<file path="src/rtl/pixel_scan_pkg.sv">
// rtl/pixel_scan_pkg.sv - shared types and widths for the pixel scan controller
package pixel_scan_pkg;

    typedef enum logic [1:0] {
        ST_IDLE = 2'd0,
        ST_RUN  = 2'd1,
        ST_LAST = 2'd2
    } scan_state_t;

    localparam int RGB_W       = 24;
    localparam int FRAME_CNT_W = 16;

    typedef struct packed {
        logic [7:0] r;
        logic [7:0] g;
        logic [7:0] b;
    } pixel_t;

endpackage

</file>
<file path="src/rtl/raster_counter.sv">
// rtl/raster_counter.sv - raster-order (x,y) position counter with wrap at frame end
module raster_counter #(
    parameter int H_RES   = 640,
    parameter int V_RES   = 480,
    parameter int COORD_W = 10
) (
    input  logic               clk,
    input  logic               rst_n,
    input  logic               clr,
    input  logic               adv,
    output logic [COORD_W-1:0] x,
    output logic [COORD_W-1:0] y,
    output logic               at_eol,
    output logic               at_last
);

    localparam logic [COORD_W-1:0] X_MAX = COORD_W'(H_RES - 1);
    localparam logic [COORD_W-1:0] Y_MAX = COORD_W'(V_RES - 1);

    assign at_eol  = (x == X_MAX);
    assign at_last = at_eol && (y == Y_MAX);

    // Step through the frame; the last position wraps straight back to (0,0)
    always_ff @(posedge clk) begin
        if (!rst_n || clr) begin
            x <= '0;
            y <= '0;
        end else if (adv) begin
            if (at_eol) begin
                x <= '0;
                y <= at_last ? '0 : y + COORD_W'(1);
            end else begin
                x <= x + COORD_W'(1);
            end
        end
    end

endmodule

</file>
<file path="src/rtl/pixel_scan_controller.sv">
// rtl/pixel_scan_controller.sv - raster frame sequencer streaming generator pixels with frame markers
module pixel_scan_controller
    import pixel_scan_pkg::*;
#(
    parameter int H_RES   = 640,
    parameter int V_RES   = 480,
    parameter int COORD_W = 10
) (
    input  logic                   clk,
    input  logic                   rst_n,
    input  logic                   start,
    input  logic                   continuous,
    input  logic                   abort,
    output logic [COORD_W-1:0]     pix_x,
    output logic [COORD_W-1:0]     pix_y,
    input  logic [7:0]             gen_r,
    input  logic [7:0]             gen_g,
    input  logic [7:0]             gen_b,
    output logic [RGB_W-1:0]       out_data,
    output logic                   out_valid,
    input  logic                   out_ready,
    output logic                   out_sof,
    output logic                   out_eol,
    output logic                   out_eof,
    output logic                   busy,
    output logic                   done,
    output logic [FRAME_CNT_W-1:0] frame_count
);

    scan_state_t            state;
    scan_state_t            state_nxt;
    pixel_t                 gen_pix;
    logic                   load;
    logic                   accept;
    logic                   cnt_clr;
    logic                   at_eol;
    logic                   at_last;
    logic [FRAME_CNT_W-1:0] frame_cnt_q;

    assign gen_pix.r = gen_r;
    assign gen_pix.g = gen_g;
    assign gen_pix.b = gen_b;

    assign busy        = (state != ST_IDLE);
    assign accept      = out_valid && out_ready;
    // The output stage refills whenever it is empty or being drained this cycle
    assign load        = (state == ST_RUN) && (!out_valid || out_ready) && !abort;
    // Counters sit at the origin while idle so a new frame always starts at (0,0)
    assign cnt_clr     = abort || (state == ST_IDLE);
    assign frame_count = frame_cnt_q;

    raster_counter #(
        .H_RES   (H_RES),
        .V_RES   (V_RES),
        .COORD_W (COORD_W)
    ) u_raster_counter (
        .clk     (clk),
        .rst_n   (rst_n),
        .clr     (cnt_clr),
        .adv     (load),
        .x       (pix_x),
        .y       (pix_y),
        .at_eol  (at_eol),
        .at_last (at_last)
    );

    // State register
    always_ff @(posedge clk) begin
        if (!rst_n) begin
            state <= ST_IDLE;
        end else begin
            state <= state_nxt;
        end
    end

    // Next-state: RUN until the last pixel is loaded, LAST until it is accepted
    always_comb begin
        state_nxt = state;
        case (state)
            ST_IDLE: if (start)           state_nxt = ST_RUN;
            ST_RUN:  if (load && at_last) state_nxt = ST_LAST;
            ST_LAST: if (accept)          state_nxt = continuous ? ST_RUN : ST_IDLE;
            default:                      state_nxt = ST_IDLE;
        endcase
        if (abort) begin
            state_nxt = ST_IDLE;
        end
    end

    // Output stage: capture on load, hold under backpressure, empty after the final accept
    always_ff @(posedge clk) begin
        if (!rst_n) begin
            out_valid <= 1'b0;
            out_data  <= '0;
            out_sof   <= 1'b0;
            out_eol   <= 1'b0;
            out_eof   <= 1'b0;
        end else if (abort) begin
            out_valid <= 1'b0;
            out_sof   <= 1'b0;
            out_eol   <= 1'b0;
            out_eof   <= 1'b0;
        end else if (load) begin
            out_valid <= 1'b1;
            out_data  <= gen_pix;
            out_sof   <= (pix_x == '0) && (pix_y == '0);
            out_eol   <= at_eol;
            out_eof   <= at_last;
        end else if ((state == ST_LAST) && accept) begin
            out_valid <= 1'b0;
        end
    end

    // Frame completion: one-cycle done pulse and wrapping frame counter
    always_ff @(posedge clk) begin
        if (!rst_n) begin
            done        <= 1'b0;
            frame_cnt_q <= '0;
        end else begin
            done <= 1'b0;
            if (!abort && (state == ST_LAST) && accept) begin
                done        <= 1'b1;
                frame_cnt_q <= frame_cnt_q + FRAME_CNT_W'(1);
            end
        end
    end

endmodule

</file>
<file path="config.mk">
export PLATFORM = sky130hd
export DESIGN_NAME = pixel_scan_controller
export DESIGN_NICKNAME = d
export VERILOG_FILES = /design/src/rtl/pixel_scan_pkg.sv /design/src/rtl/raster_counter.sv /design/src/rtl/pixel_scan_controller.sv
export SDC_FILE = /design/constraint.sdc
export NUM_CORES = 1
export LEC_CHECK = 0
export ABC_CLOCK_PERIOD_IN_PS = 5300
export BUFFER_PORTS_ARGS = -buffer_cell sky130_fd_sc_hd__buf_2
export CAP_MARGIN = 20
export CORE_ASPECT_RATIO = 2
export CORE_MARGIN = 2
export CORE_UTILIZATION = 54
export DETAILED_ROUTE_END_ITERATION = 10
export GPL_TIMING_DRIVEN = 0
export PLACE_DENSITY_LB_ADDON = 0.3
export SETUP_SLACK_MARGIN = 0.05
export SYNTH_ARGS = -nofsm -noshare
export SYNTH_HDL_FRONTEND = slang
export SYNTH_SLANG_ARGS = --single-unit
export TNS_END_PERCENT = 20
</file>
<file path="constraint.sdc">
create_clock -name clk -period 5.3 [get_ports clk]
set_clock_uncertainty 0.1 [all_clocks]
set_input_delay 0.53 -clock clk [delete_from_list [all_inputs] [get_ports clk]]
set_output_delay 0.53 -clock clk [all_outputs]
set_load 0.005 [all_outputs]
</file>
==> results of run 1 <==
sequential cells by signal (all words and copies together) (netlist names), 2 cells and up:
name,flops
out_data,24
frame_count,16
u_raster_counter.x,10
u_raster_counter.y,10
state,2
synth_stat cells, drive strengths merged, types with 2 or more instances:
master,instances,share of area
and2,14,0.030
nand4,10,0.021
buf,4,0.013
nor2b,2,0.0051
nand2,75,0.096
nor3,5,0.012
o21ai,4,0.0069
xor2,11,0.033
nor2,24,0.031
and4,6,0.018
o21a,2,0.0051
a21oi,9,0.015
or3,4,0.0090
nand3,14,0.024
inv,6,0.0077
nand2b,2,0.0069
dfxtp,67,0.46
and3,4,0.0090
nand4b,2,0.0060
a21boi,26,0.067
clkbuf,9,0.012
xnor2,17,0.051
ha,5,0.021
nor4,9,0.019
area by class of cell:
type	instances	area, um^2	area share
multi-input cells	252	1490	0.402
clock inverters	5	83.8	0.0227
well taps	58	72.6	0.0196
flip-flops and latches	67	1340	0.363
plain buffers	13	71.3	0.0193
clock buffers	11	151	0.0409
inverters	6	22.5	0.00609
repair buffers	94	470	0.127
path summary, 6_finish.rpt:
path                              start                            to  slack (ns)  cells past startpoint
setup / recovery  state[0]$_SDFFE_PP0P_  frame_count[15]$_SDFFE_PN0P_        3.18                      5
hold / removal                 gen_g[6]     out_data[14]$_SDFFE_PN0P_        0.32                      3
setup reg to reg  state[0]$_SDFFE_PP0P_  frame_count[15]$_SDFFE_PN0P_        3.18                      5
hold reg to reg    out_eol$_SDFFE_PP0P_          out_eol$_SDFFE_PP0P_        0.35                      2
power breakdown:
part	total [mW]	switching (mW)	internal [mW]
combinational	0.0433	0.0228	0.0205
sequential	0.511	0.00317	0.508
clock	0.494	0.202	0.292
stage by stage:
step / std cells / hold slack (ns) / power, mW / util
after detailed placement: 490 / 0.348 / 0.566 / 0.668
final: 506 / 0.319 / 1.05 / 0.713
after CTS: 506 / 0.307 / 1.05 / 0.713
after global placement: 490 / 0.342 / 0.565 / 0.668
after floorplan: 338 / 0.353 / 0.544 / -
after global routing: 506 / 0.318 / 1.08 / 0.713
worst register-to-register path, cell delays in order (launching register included):
cell,delay [ns]
dfxtp_1,0.38
nand4b_1,0.33
nor3_2,0.42
nand3_1,0.25
or3_1,0.39
a21boi_0,0.17
cells by family (layout without fill, tap and decap cells):
kind of cell               after synthesis  count (layout)  synth area share
muxes                                    1               1           0.00343
xor gates and xnor gates                28              28            0.0840
and+or+nand+nor                        175             175             0.300
AOI/OAI and AO/OA                       43              43            0.0994
adders and majority gates                5               5            0.0214
buffers and inverters                   19             129            0.0321
DFF                                     67              67             0.459
routing by layer:
| metal | GRT usage | wire length [um] |
|---|---|---|
| met5 | 0 | 0 |
| met4 | 0.141 | 254 |
| met3 | 0.0514 | 332 |
| met2 | 0.455 | 3940 |
| met1 | 0.247 | 2690 |
layout by cell type (no fill, tap or decap), types with 4 or more instances in the layout:
cell type	count
nor2_1	24
nor4_1	9
clkbuf_8	11
o21ai_0	4
and2_1	14
clkbuf_1	9
xnor2_1	17
and4_1	6
a21oi_1	9
nand3_1	14
dfxtp_1	67
nand4_1	10
a21boi_0	26
xor2_1	11
inv_1	6
nand2_1	75
ha_1	5
buf_2	94
==> results.toml, run 1 <==
[timing]
period_needed_ns = 2.12
slew_violations = 0
fmax_mhz = 472
finalSetupViolCount = 0
fin_ws_ns = 3.18
slew_headroom = 0.502
finalCritPeriodShare = 0.400
tightest_slew_ns = 0.740
tns_ns = 0
hold_violations = 0
rsz0062_at_grt = "no"

[setup_path]
crit_slowest_cell = "nor3_2"
critPathLaunchType = "register"
critPathTopFamily = "simple AND/OR/NAND/NOR gates"
worstSetupPathType = "reg -> reg"
slowest_delay_ns = 0.42
path_max_fanout = 6
cp_cell_sequence = "nand4b_1 > nor3_2 > nand3_1 > or3_1 > a21boi_0"
cp-end-kind = "register"
crit_buf_inv = 0
required_ns = 5.47
cp.arrival_ns = 2.29

[floorplan]
ios = 96
coreArea_um2 = 5180
initial_core_util = 0.563
dieArea_um2 = 6050
die_h_um = 108
dieWidth_um = 56
rows = 37

[layout]
area_growth_pct = 26.6
fill_cells = 467
final_area_um2 = 3700
final_nets = 478
drive_gt1_frac = 0.272
n_antenna_cell = 0

[run_status]
outcome = "complete, no violations"

[clock_network]
clk_path_buf_depth = 2
cts_hold_buf = 0
cts_max_level = 3
cts_setup_buffers = 0
cts_tree = "built"
cts.clk_slew.worst_paths_ns = 0.08
cts_resized = 0
cts_inserted_buffers = 9
cts-root-buf = "clkbuf_8"
clkLatencyLatePin_ns = 0.35
cts.sinks = 67

[global_routing]
grt_pass1_vias = 2720
grt_use_total = 0.246
antenna_found_initial = 0
grt_pass1_wl_um = 11800
grt_max_degree = 13
grt-ovfl-total = 0

[placed_design]
place_area_um2 = 3460
gp_congestion = 0.838
post-place-ws_ns = 2.99
portBuffers = 94
hpwl_um = 5440

[power_and_ir_drop]
ir_drop_mv = 0.363
pwr_density_cell_nw_per_um2 = 283
leakagePower_nw = 1.57

[drt]
vias_per_cell = 5.36
wl_per_cell_um = 14.3
vias = 2714
drt_iter0_drc = 103
first_pass_iters = 4
ant_nets = 0
drc = 0
routed_wl_um = 7220

[synth]
synthCells = 338
synthDistinctLibCells = 37
synth_area_um2 = 2920
synth_edf_count = 0
ys_ff_latch = 67
yosys_most_used_dff = "dfxtp_1"
synthesis.nets = 373
syn_avg_cell_area_um2 = 8.64
ys_warn_count = 0
synthArstFlopShare = 0
seq_area_frac_synth = 0.459

[flow_run]
drv_cap = 0

[min_path]
min-delay-path-class = "in -> reg"
No activity file was read; power rests on OpenSTA's default activity.
==> run 2, diff against run 1 <==
--- a/config.mk
+++ b/config.mk
@@ -5,12 +5,13 @@
 export SDC_FILE = /design/constraint.sdc
 export NUM_CORES = 1
 export LEC_CHECK = 0
-export ABC_CLOCK_PERIOD_IN_PS = 5300
+export ABC_AREA = 1
+export ABC_CLOCK_PERIOD_IN_PS = 2200
 export BUFFER_PORTS_ARGS = -buffer_cell sky130_fd_sc_hd__buf_2
 export CAP_MARGIN = 20
 export CORE_ASPECT_RATIO = 2
 export CORE_MARGIN = 2
-export CORE_UTILIZATION = 54
+export CORE_UTILIZATION = 51
 export DETAILED_ROUTE_END_ITERATION = 10
 export GPL_TIMING_DRIVEN = 0
 export PLACE_DENSITY_LB_ADDON = 0.3
==> constraint.sdc (replaced) <==
create_clock -name clk -period 2.2 [get_ports clk]
set_clock_uncertainty 0.1 [all_clocks]
set_input_delay 0.22 -clock clk [delete_from_list [all_inputs] [get_ports clk]]
set_output_delay 0.22 -clock clk [all_outputs]
set_load 0.005 [all_outputs]
==> run 2 against run 1 <==
Against the previous run:
- critical path type unchanged
- register-to-register slack lost 2.9 ns
- fmax grew 8.6%
- hold slack lost 0.29 ns
- utilization shrank 4.1 points
- combinational power grew 130%
- non-clock buffer count grew 1
- routed wire length grew 15%
- synthesized cell count grew 42%
- worst setup slack lost 2.9 ns
- global-route usage grew 0.41 points
- sequential power grew 140%
==> results.toml, run 2 <==
[clock_network]
cts.sinks = 67
cts_setup_buffers = 0
cts_resized = 0
clk_path_buf_depth = 2
cts_max_level = 3
cts_tree = "built"
cts-root-buf = "clkbuf_16"
clkLatencyLatePin_ns = 0.33
cts.clk_slew.worst_paths_ns = 0.05
cts_hold_buf = 0
cts_inserted_buffers = 9

[setup_path]
slowest_delay_ns = 0.45
crit_top_cell = "nor2_1"
r2r.worst_path.cells = 10
reg2reg_to = "u_raster_counter.y[4]$_SDFFE_PP0P_"
critPathTopFamily = "simple AND/OR/NAND/NOR gates"
required_ns = 2.32
reg2reg_slack_ns = 0.25
timing.rr.start = "u_raster_counter.y[0]$_SDFFE_PP0P_"
path_max_fanout = 6
cp.arrival_ns = 2.08
cp_cell_sequence = "ha_1 > inv_1 > nor2_1 > inv_1 > nor2_1 > inv_1 > nor2_1 > nor2_2 > nand2_1 > nor2_1"
crit_slowest_cell = "dfxtp_1"
crit_buf_inv = 3
cp-end-kind = "register"
critPathLaunchType = "register"
worstSetupPathType = "reg -> reg"

[floorplan]
dieArea_um2 = 6950
die_h_um = 116
dieWidth_um = 60.0
ios = 96
rows = 40
coreArea_um2 = 6060
initial_core_util = 0.528

[layout]
layout_commonest_cell = "nand2_1"
largest_register_ffs = 24
n_antenna_cell = 0
final_nets = 620
largest-register = "out_data"
drive_gt1_frac = 0.226
area_growth_pct = 27.4
final_cell_mix = "nand2_1 (144), buf_2 (102), dfxtp_1 (67)"

[synth]
muxShareOfSynthArea = 0
synthDistinctLibCells = 26
ys_warn_count = 0
yosys.cell_count.top_type = "nand2_1"
synth-compound-area-share = 0.116
synthArstFlopShare = 0
yosysTopAreaCellShare = 0.420
synthCells = 479
synth_commonest_cells = "nand2_1 (144), dfxtp_1 (67), nor2_1 (61), inv_1 (55), a21oi_1 (49)"
ys_ff_latch = 67
yosys_most_used_dff = "dfxtp_1"
seq_area_frac_synth = 0.420
syn_avg_cell_area_um2 = 6.67
synth_top_family_by_area = "simple AND/OR/NAND/NOR gates"
synth_xor_area_frac = 0.00548
synth_area_um2 = 3200
synthesis.nets = 514
synth_edf_count = 0
synth_fa_ha_area_frac = 0.0196
yosys.area.top_type = "dfxtp_1"
yosys.area_share.simple = 0.351
synth.area.top_cells = "dfxtp_1 (42%), nand2_1 (17%), a21oi_1 (7.7%)"

[timing]
fmax_mhz = 512
rsz0062_at_grt = "no"
tns_ns = 0
finalSetupViolCount = 0
hold_violations = 0
finalCritPeriodShare = 0.887
period_needed_ns = 1.95
slew_headroom = 0.682
tightest_slew_ns = 0.478
slew_violations = 0

[drt]
wl_per_cell_um = 12.3
vias = 3363
vias_per_cell = 5.00
routed_wl_um = 8270
first_pass_iters = 4
drt_iter0_drc = 183
ant_nets = 0
drc = 0

[flow_run]
drv_cap = 0

[min_path]
whs_endpoint = "out_data[9]$_SDFFE_PN0P_"
hold-path-cell-count = 3
min-delay-path-class = "in -> reg"
worstHoldStart = "gen_g[1]"

[placed_design]
gp_congestion = 0.856
portBuffers = 95
hpwl_um = 6430

[global_routing]
grt_pass1_vias = 3274
grt-ovfl-total = 0
grt_use_total = 0.250
grt_max_degree = 11
grt_pass1_wl_um = 13200
antenna_found_initial = 0

[power_and_ir_drop]
leakagePower_nw = 1.83
total_power_mw = 2.77
pwr_density_cell_nw_per_um2 = 679
ir_drop_mv = 0.629

[run_status]
outcome = "complete, no violations"
==> run 2: cells by family after synthesis <==
kind of cell | count (synthesis)
xor+xnor | 2
compound gates | 70
fa+ha+maj | 5
flops | 67
simple gates | 264
buf+inv | 71
==> run 2: per-stage QoR <==
stage	cells	utilization	setup WS [ns]	hold slack, ns	instance area (um^2)
floorplan	479	-	0.580	0.264	3200
global placement	658	0.624	0.334	0.348	3780
detailed placement	658	0.624	0.301	0.352	3780
CTS	673	0.672	0.283	0.0248	4070
global route	673	0.672	0.0557	0.0336	4070
finish	673	0.672	0.248	0.0332	4070
==> run 2: worst max path at each step <==
stage | from | end | slack (ns) | cells past startpoint
6_report | u_raster_counter.y[0]$_SDFFE_PP0P_ | u_raster_counter.y[4]$_SDFFE_PP0P_ | 0.25 | 10
5_1_grt | u_raster_counter.y[0]$_SDFFE_PP0P_ | u_raster_counter.y[7]$_SDFFE_PP0P_ | 0.06 | 10
4_1_cts | u_raster_counter.y[0]$_SDFFE_PP0P_ | u_raster_counter.y[4]$_SDFFE_PP0P_ | 0.28 | 10
3_5_place_dp | u_raster_counter.y[0]$_SDFFE_PP0P_ | u_raster_counter.y[7]$_SDFFE_PP0P_ | 0.30 | 10
3_3_place_gp | u_raster_counter.y[0]$_SDFFE_PP0P_ | u_raster_counter.y[7]$_SDFFE_PP0P_ | 0.33 | 10
2_1_floorplan | u_raster_counter.y[0]$_SDFFE_PP0P_ | u_raster_counter.y[3]$_SDFFE_PP0P_ | 0.58 | 10
==> run 2: worst reg2reg max path: cells and delay by family, from the launching register on <==
kind / cells / cell delay, ns
fa+ha+maj: 1 / 0.23
buf+inv: 3 / 0.30
flops: 1 / 0.45
simple gates: 6 / 0.76
==> run 2: routing by layer <==
| metal | GRT usage | up-vias | wire length (um) |
|---|---|---|---|
| li1 | - | 1733 | - |
| met1 | 0.238 | 1516 | 3020 |
| met2 | 0.448 | 89 | 4520 |
| met3 | 0.0714 | 25 | 407 |
| met4 | 0.154 | 0 | 316 |
| met5 | 0 | - | 0 |
==> run 2: final cells by class <==
class / count / area [um^2]
Timing Repair Buffer: 95 / 475
Clock buffer: 13 / 260
Inverter: 58 / 218
Clock inverter: 2 / 35.0
Tap cell: 84 / 105
Fill cell: 540 / 1980
Buffer: 13 / 65.1
Multi-Input combinational cell: 341 / 1570
Sequential cell: 67 / 1340
==> run 2: power breakdown <==
group          total [mW]  internal [mW]  switching (mW)  leakage (nW)
combinational       0.101         0.0429          0.0577          1.14
clock                1.43          0.931           0.501         0.146
sequential           1.23           1.23         0.00593         0.541
total                2.77           2.20           0.565          1.83
==> run 3, diff against run 2 <==
--- a/config.mk
+++ b/config.mk
@@ -18,5 +18,6 @@
 export SETUP_SLACK_MARGIN = 0.05
 export SYNTH_ARGS = -nofsm -noshare
 export SYNTH_HDL_FRONTEND = slang
+export SYNTH_HIERARCHICAL = 1
 export SYNTH_SLANG_ARGS = --single-unit
 export TNS_END_PERCENT = 20
==> run 3 against run 2 <==
Against the previous run:
- hold slack worse by 0.00051 ns
- first-iteration DRC count decreased by 35%
- utilization grew 0.19 points
- combinational power increased by 24%
- power rose by 2.3%
- count of clock-buffer cells in the layout is 1 lower
- routed wire length is 6.4% lower
- fmax decreased by 2.1%
- register-to-register slack lost 0.04 ns
- die area fell by 0.52%
- critical path depth is the same
==> results.toml, run 3 <==
[setup_path]
crit_top_cell = "inv_2"
r2r.worst_path.cells = 10
critPathTopFamily = "buffers and inverters"
critPathLaunchType = "register"
timing.rr.start = "state[0]$_SDFFE_PP0P_"
required_ns = 2.34
reg2reg_slack_ns = 0.21
reg2reg_to = "u_raster_counter/x[4]$_SDFFE_PP0P_"
crit_path_end = "u_raster_counter/x[4]$_SDFFE_PP0P_"
slowest_delay_ns = 0.34
worstSetupPathType = "reg -> reg"
crit_buf_inv = 5
startpoint = "state[0]$_SDFFE_PP0P_"
cp-end-kind = "register"
cp_cell_sequence = "inv_2 > nor2_4 > nand3_4 > inv_2 > buf_2 > buf_4 > inv_1 > nor2_1 > a21oi_1 > a211oi_1"
crit_slowest_cell = "dfxtp_1"
path_max_fanout = 12
cp.arrival_ns = 2.13
crit_cells = 10

[drt]
vias = 3192
wl_per_cell_um = 12.4
routed_wl_um = 7730
vias_per_cell = 5.13
drt_iter0_drc = 119
ant_nets = 0
first_pass_iters = 5
drc = 0

[clock_network]
cts-root-buf = "clkbuf_16"
cts.sinks = 67
clkLatencyLatePin_ns = 0.33
cts_setup_buffers = 0
cts.clk_slew.worst_paths_ns = 0.06
cts_tree = "built"
cts_inserted_buffers = 9
cts_max_level = 3
clk_path_buf_depth = 2

[synth]
synthDistinctLibCells = 36
synthArstFlopShare = 0
seq_area_frac_synth = 0.422
synth.area.top_cells = "dfxtp_1 (42%), nand2_1 (15%), nor2_1 (7.1%)"
yosys_most_used_dff = "dfxtp_1"
synth_fa_ha_area_frac = 0.0118
yosys.area.top_type = "dfxtp_1"
synth_top_family_by_area = "simple AND/OR/NAND/NOR gates"
yosys.area_share.simple = 0.374
synth_edf_count = 0
ys_ff_latch = 67
synth_area_um2 = 3180
synthCells = 448
synthesis.nets = 481
muxShareOfSynthArea = 0
synth_xor_area_frac = 0.00551
yosys.cell_count.top_type = "nand2_1"
synth-compound-area-share = 0.110
syn_avg_cell_area_um2 = 7.09
ys_warn_count = 6
yosysTopAreaCellShare = 0.422
synth_commonest_cells = "nand2_1 (125), dfxtp_1 (67), nor2_1 (60), inv_1 (40), a21oi_1 (34)"

[placed_design]
gp_congestion = 0.866
post-place-ws_ns = 0.195
portBuffers = 95
place_area_um2 = 3730
hpwl_um = 5990
dp_cells = 606

[layout]
drive_gt1_frac = 0.301
final_nets = 587
area_growth_pct = 27.4
largest-register = "out_data"
final_area_um2 = 4050
largest_register_ffs = 24
layout_commonest_cell = "nand2_1"
n_antenna_cell = 0
layoutNonFillerInstCount = 622
postLayoutCoreUtil = 0.674
final_cell_mix = "nand2_1 (125), buf_2 (101), dfxtp_1 (67)"

[floorplan]
ios = 96
dieWidth_um = 59.8
dieArea_um2 = 6920
coreArea_um2 = 6010
initial_core_util = 0.529
die_h_um = 116
rows = 40

[timing]
finalCritPeriodShare = 0.906
hold_violations = 0
period_needed_ns = 1.99
tns_ns = 0
fin_ws_ns = 0.206
slew_headroom = 0.697
rsz0062_at_grt = "yes"
slew_violations = 0
finalSetupViolCount = 0
hold_ws_ns = 0.0327
tightest_slew_ns = 0.454
fmax_mhz = 502

[run_status]
outcome = "complete, no violations"

[global_routing]
grt_max_degree = 13
grt-ovfl-total = 0
antenna_found_initial = 0
grt_pass1_vias = 3063
grt_pass1_wl_um = 12600
grt_use_total = 0.234

[power_and_ir_drop]
total_power_mw = 2.83
ir_drop_mv = 0.478
pwr_density_cell_nw_per_um2 = 699
leakagePower_nw = 1.82

[flow_run]
drv_cap = 0

[min_path]
min-delay-path-class = "in -> reg"
run 3: cell count changes in the layout (fill, tap and decap cells not counted), sizes merged, moves of 4 or more:
cell / change
o21ai: -5
clkbuf: -5
nor2: +4
nand2: -9
inv: -13
a21oi: -5
run 3: what timing repair did:
| action | CTS | global route |
|---|---|---|
| hold buffers | 0 | 0 |
| resized for setup | 0 | 1 |
| endpoints found under the setup margin | 0 | 3 |
run 3: worst min-delay path by stage:
stage,endpoint,cells after the start,start,slack (ns)
floorplan,out_data[10]$_SDFFE_PN0P_,2,gen_g[2],0.26
global placement,out_data[5]$_SDFFE_PN0P_,2,out_data[5]$_SDFFE_PN0P_,0.35
detailed placement,out_data[5]$_SDFFE_PN0P_,2,out_data[5]$_SDFFE_PN0P_,0.35
CTS,out_data[18]$_SDFFE_PN0P_,3,gen_r[2],0.03
global route,out_data[13]$_SDFFE_PN0P_,3,gen_g[5],0.03
finish,out_data[22]$_SDFFE_PN0P_,3,gen_r[6],0.03
run 3: kinds of logic after synthesis:
logic type,after synthesis
AO/OA/AOI/OAI,61
XOR/XNOR,2
adder cells (fa/ha/maj),3
buffers and inverters,57
flip-flops,67
AND/OR/NAND/NOR,258
run 3: worst register-to-register path, cell delays in order, from the launching register on:
cell and delay (ns):
dfxtp_1 0.34, inv_2 0.07, nor2_4 0.11, nand3_4 0.14
inv_2 0.09, buf_2 0.24, buf_4 0.21, inv_1 0.07
nor2_1 0.24, a21oi_1 0.11, a211oi_1 0.18
run 3: power by group:
part / total, mW / switching, mW / internal, mW
Combinational: 0.125 / 0.0727 / 0.0524
Sequential: 1.23 / 0.00661 / 1.23
Clock: 1.47 / 0.504 / 0.964
Total: 2.83 / 0.584 / 2.24
run 3: per-layer routing:
metal / wire length (um) / global-route usage / vias to the layer above
met5: 0 / 0 / -
met4: 191 / 0.107 / 0
met3: 382 / 0.0558 / 14
met2: 4300 / 0.444 / 92
met1: 2860 / 0.224 / 1441
li1: - / - / 1645
run 3: cell type report:
class / instances / area [um^2]
buffer: 10 / 67.6
clock buffer: 12 / 267
clock inverter: 4 / 47.5
fill: 531 / 1960
inverter: 47 / 176
multi-input combinational: 324 / 1600
sequential: 67 / 1340
tap: 63 / 78.8
timing repair buffer: 95 / 475
